**config.mk**
```make
export PLATFORM = sky130hd
export DESIGN_NAME = shift_unit
export DESIGN_NICKNAME = d
export VERILOG_FILES = /design/src/rtl/shift_pkg.sv /design/src/rtl/shift_step.sv /design/src/rtl/shift_unit.sv
export SDC_FILE = /design/constraint.sdc
export NUM_CORES = 1
export LEC_CHECK = 0
export CORE_AREA = 8 8 66 51
export DETAILED_ROUTE_END_ITERATION = 10
export DIE_AREA = 0 0 74 59
export MAX_ROUTING_LAYER = met4
export PLACE_DENSITY_LB_ADDON = 0.12
export SETUP_SLACK_MARGIN = 0.5
export SYNTH_ARGS = -nofsm -noshare
export SYNTH_HDL_FRONTEND = slang
export SYNTH_SLANG_ARGS = --single-unit
```
**constraint.sdc**
```tcl
create_clock -name clk -period 1.5 [get_ports clk]
set_input_delay 0.3 -clock clk [delete_from_list [all_inputs] [get_ports clk]]
set_output_delay 0.3 -clock clk [all_outputs]
set_load 0.05 [all_outputs]
```
**src/rtl/shift_pkg.sv**
```systemverilog
// Shared encodings for the iterative shift unit: operation modes and FSM states.
package shift_pkg;

    typedef enum logic [1:0] {
        MODE_LSL = 2'b00,
        MODE_LSR = 2'b01,
        MODE_ASR = 2'b10,
        MODE_ROR = 2'b11
    } mode_t;

    typedef enum logic [1:0] {
        IDLE  = 2'b00,
        SHIFT = 2'b01,
        DONE  = 2'b10
    } state_t;

endpackage

```
**src/rtl/shift_step.sv**
```systemverilog
// One combinational 1-bit shift/rotate step; out_bit is the bit that leaves the value.
module shift_step
    import shift_pkg::*;
#(
    parameter int WIDTH = 8
) (
    input  logic [WIDTH-1:0] value,
    input  mode_t            mode,
    input  logic             fill,
    output logic [WIDTH-1:0] next,
    output logic             out_bit
);

    always_comb begin
        next    = value;
        out_bit = value[0];
        case (mode)
            MODE_LSL: begin
                next    = {value[WIDTH-2:0], fill};
                out_bit = value[WIDTH-1];
            end
            MODE_LSR: next = {fill, value[WIDTH-1:1]};
            MODE_ASR: next = {value[WIDTH-1], value[WIDTH-1:1]};
            MODE_ROR: next = {value[0], value[WIDTH-1:1]};
            default:  next = value;
        endcase
    end

endmodule

```
**src/rtl/shift_unit.sv**
```systemverilog
// Iterative shifter: captures an operand and shifts it one bit per cycle for
// 'amount' cycles, then pulses done for one cycle.
module shift_unit
    import shift_pkg::*;
#(
    parameter  int WIDTH = 8,
    localparam int AMT_W = $clog2(WIDTH) + 1
) (
    input  logic             clk,
    input  logic             reset,
    input  logic             start,
    input  logic [1:0]       mode,
    input  logic [AMT_W-1:0] amount,
    input  logic             shift_in,
    input  logic [WIDTH-1:0] D,
    output logic [WIDTH-1:0] S,
    output logic             bb,
    output logic             busy,
    output logic             done
);

    state_t           state, state_nxt;
    mode_t            mode_q;
    logic             fill_q;
    logic [AMT_W-1:0] count;
    logic [WIDTH-1:0] step_val;
    logic             step_bit;
    logic             accept;

    shift_step #(.WIDTH(WIDTH)) u_step (
        .value   (S),
        .mode    (mode_q),
        .fill    (fill_q),
        .next    (step_val),
        .out_bit (step_bit)
    );

    // A new request is only taken when not mid-shift; DONE accepts back-to-back.
    assign accept = start && (state != SHIFT);
    assign busy   = (state == SHIFT);
    assign done   = (state == DONE);

    always_comb begin
        state_nxt = state;
        case (state)
            IDLE:    if (start) state_nxt = (amount != '0) ? SHIFT : DONE;
            SHIFT:   if (count == AMT_W'(1)) state_nxt = DONE;
            DONE:    state_nxt = start ? ((amount != '0) ? SHIFT : DONE) : IDLE;
            default: state_nxt = IDLE;
        endcase
    end

    always_ff @(posedge clk) begin
        if (reset) begin
            state  <= IDLE;
            S      <= '0;
            bb     <= 1'b0;
            count  <= '0;
            mode_q <= MODE_LSL;
            fill_q <= 1'b0;
        end else begin
            state <= state_nxt;
            if (accept) begin
                S      <= D;
                bb     <= 1'b0;
                mode_q <= mode_t'(mode);
                fill_q <= shift_in;
                count  <= amount;
            end else if (state == SHIFT) begin
                S     <= step_val;
                bb    <= step_bit;
                count <= count - AMT_W'(1);
            end
        end
    end

endmodule
```
==> key figures <==
Clock network
  – Clock sink count: 18
  – Root buffer cell: clkbuf_4
  – Clock transition at the registers of the reported paths: 0.11 ns
  – Clock Latency Late Sink: 0.30 ns
  – TritonCTS clock tree: done
  – CTS Buffer Depth: 2
  – Post-CTS Hold Buffers: 0
  – CTS buffer count: 3
  – H-tree lvl count: 1

Logic synthesis
  – Simple-Gate Fraction of Synth Area: 0.2077
  – Post-synthesis cell count: 123
  – Post-synthesis compound-gate area fraction: 0.2869
  – Syn avg cell area: 8.474 µm²
  – Register bit total from synthesis: 18
  – Synth Cell Area: 0.001042 mm²
  – Post-synthesis sequential area ratio: 0.3457
  – Syn Nets: 143
  – Proportion of synthesized area in mux cells: 0.01080
  – Count of cell types in the netlist: 35
  – XOR/XNOR Fraction of Synth Area: 0
  – Yosys warning count: 0
  – Area share of fa/ha/maj cells after synthesis: 0.02401
  – Largest family of logic cells by synthesized area: compound AO/OA/AOI/OAI gates

Critical path
  – Top cell by count, worst path: buf_6
  – Startpoint type of the worst setup path: register
  – CP max stage cell: dfxtp_2
  – Crit Path Max Fanout: 5
  – CP delay by family, top: simple AND/OR/NAND/NOR gates
  – Buffer and inverter count on the worst path: 2
  – CP Capture Type: register
  – Worst-path cell chain: nand2b_4, buf_6, buf_6, nor3_1, o21ai_1, a21oi_2
  – WP data required: 1.73 ns
  – Worst stage delay on the critical path: 0.34 ns
  – Crit path kind: reg2reg
  – Crit path DAT: 1.62 ns

Floorplanning
  – Core ar.: 0.002346 mm²
  – DIE WIDTH: 74 µm
  – Starting Density: 0.4443
  – Die Span Y: 59 µm
  – Die ar.: 0.004366 mm²
  – Top Ports: 29
  – Row count: 15

Finish
  – Net count, final: 198
  – Design area: 0.001962 mm²
  – Area growth syn-to-layout: 88.24%
  – Post-layout util: 0.8363
  – ANT cells: 0
  – Share of layout cells above drive strength 1: 0.5763

GRT
  – Vias in the first global route: 1,287
  – Total track usage: 0.1962
  – First-pass GRT wire length: 6458 µm
  – Initial antenna violation count: 0
  – Pin count of the biggest net entering global routing: 19
  – Remaining Overflow, GRT: 0

STA
  – Fin. Hold Viols: 0
  – Final worst-path cycle share: 0.9283
  – Final setup fails: 0
  – Slew HR: 0.7649
  – Slew Limit Fails: 0
  – Worst slew pin tran: 0.3490 ns
  – Unrepaired setup endpoints after global routing: yes
  – Worst Clk Skew: 0.01048 ns
  – Max Freq: 718.1 MHz
  – Worst hold slack: 0.5023 ns
  – Final WS setup: 0.1075 ns
  – Fin crit period: 1.393 ns

Placement
  – GP Congestion: 0.7847
  – Placed cell area: 0.001469 mm²
  – Port Buffer Count: 28
  – Post-DP HPWL: 2061 µm
  – Place WS: -0.1337 ns

Detailed routing
  – Vias per std cell: 6.024
  – Post-DRT Antenna Nets: 0
  – 1st-iter DRT viols: 112
  – Vias: 1,271
  – DRC Markers: 0
  – WL/cell: 19.99 µm
  – TritonRoute pass-1 iters: 4
  – WL final: 4217 µm

Power and ir drop
  – Leakage: 0.7450 nW
  – VDD IR max: 0.0006769 V
  – PD cells: 873.2 mW/mm²

Min path
  – Worst hold path class: reg2reg

Outcome
  – Status: finished, final reports clean

Job
  – Max cap viols: 0
## layout by cell type (no fill, tap or decap), types with 3 or more instances in the layout
cell              n
nor2_1            4
a311oi_1          4
buf_4            19
nand2_1          11
o21ai_0          10
nor2b_1           7
buf_12           13
clkdlybuf4s50_1  13
inv_1             4
a311oi_2          4
a21oi_1           4
a211oi_2          9
dfxtp_2           3
buf_6             7
dfxtp_4          11
clkbuf_4          3
a21oi_2           4
dfxtp_1           4
dlygate4sd2_1     3
## flip-flops by register name, summed over array words and instances, names as in the netlist
signal / count
state: 2
S: 8
fill_q: 1
bb: 1
mode_q: 2
count: 4
## Yosys cell counts (all sizes together)
cell / n / area [µm²]
dfxtp: 18 / 360.4
mux2: 1 / 11.26
a31oi: 2 / 12.51
ha: 2 / 25.02
nor4: 2 / 18.77
a311oi: 8 / 70.07
a21oi: 9 / 45.04
nand2b: 1 / 6.260
nor3: 2 / 10.01
o21ai: 13 / 68.82
buf: 9 / 90.08
or3: 1 / 6.260
clkbuf: 1 / 3.750
nor2: 6 / 32.53
inv: 5 / 23.77
dlymetal6s2s: 1 / 12.51
and2: 1 / 7.510
nor2b: 7 / 43.79
and2b: 1 / 7.510
nor3b: 1 / 7.510
o211a: 1 / 10.01
nand3: 4 / 20.02
a211oi: 10 / 75.07
a32o: 1 / 10.01
nand2: 15 / 56.30
o21a: 1 / 7.510
## through the flow
stage	power (mW)	TNS (ns)	instances
3_5_place_dp	1.138	-0.5675	183
2_1_floorplan	0.9266	0	123
6_report	1.713	0	211
5_1_grt	1.787	0	211
4_1_cts	1.649	0	209
3_3_place_gp	1.128	-0.02534	183
## logic make-up after synthesis
family / Yosys count
muxes: 1
DFF: 18
and+or+nand+nor: 41
AOI/OAI and AO/OA: 45
buffers and inverters: 16
adders and majority gates: 2
## worst min-delay path, cell delays in order (launching register included)
cell	delay (ns)
dfxtp_2	0.36
nand2_2	0.07
a21oi_2	0.04
## area by class of cell
type                            count  area [µm²]
Multi-Input combinational cell     89       726.9
Timing Repair Buffer               59       706.9
Sequential cell                    18       405.4
Fill cell                         119       384.1
Tap cell                           34       42.54
Clock buffer                        4       36.28
Inverter                            5       26.28
Timing Repair inverter              2       17.52
## report_power, final
group          internal (mW)  total [mW]  leakage [nW]  switching (mW)
Clock                  0.148       0.305        0.0210           0.157
Combinational          0.416       0.824         0.567           0.407
Sequential             0.531       0.585         0.157          0.0541
## layer usage
metal	track usage	part of all wire	vias to the layer above
met2	0.3100	0.49	89
met4	0.09348	0.037	0
met5	-	0	-
met3	0.05743	0.092	21
li1	-	-	560
met1	0.2228	0.38	601
## worst paths after layout
| check | from | to | slack (ns) | depth (start not counted) |
|---|---|---|---|---|
| worst max-delay path | state[1] | S[7] | 0.11 | 6 |
| worst min-delay path | mode_q[0] | mode_q[0] | 0.50 | 2 |
| worst max register to register | state[1] | S[7] | 0.11 | 6 |
| worst min register to register | mode_q[0] | mode_q[0] | 0.50 | 2 |
## repair_timing
action	in CTS	in global routing
setup buffers	18	2
pin swaps	23	14
gates resized for setup	69	5
hold endpoints to repair	0	0
gates cloned	4	0
endpoints found under the setup margin	29	29
No activity file was read; power rests on OpenSTA's default activity.
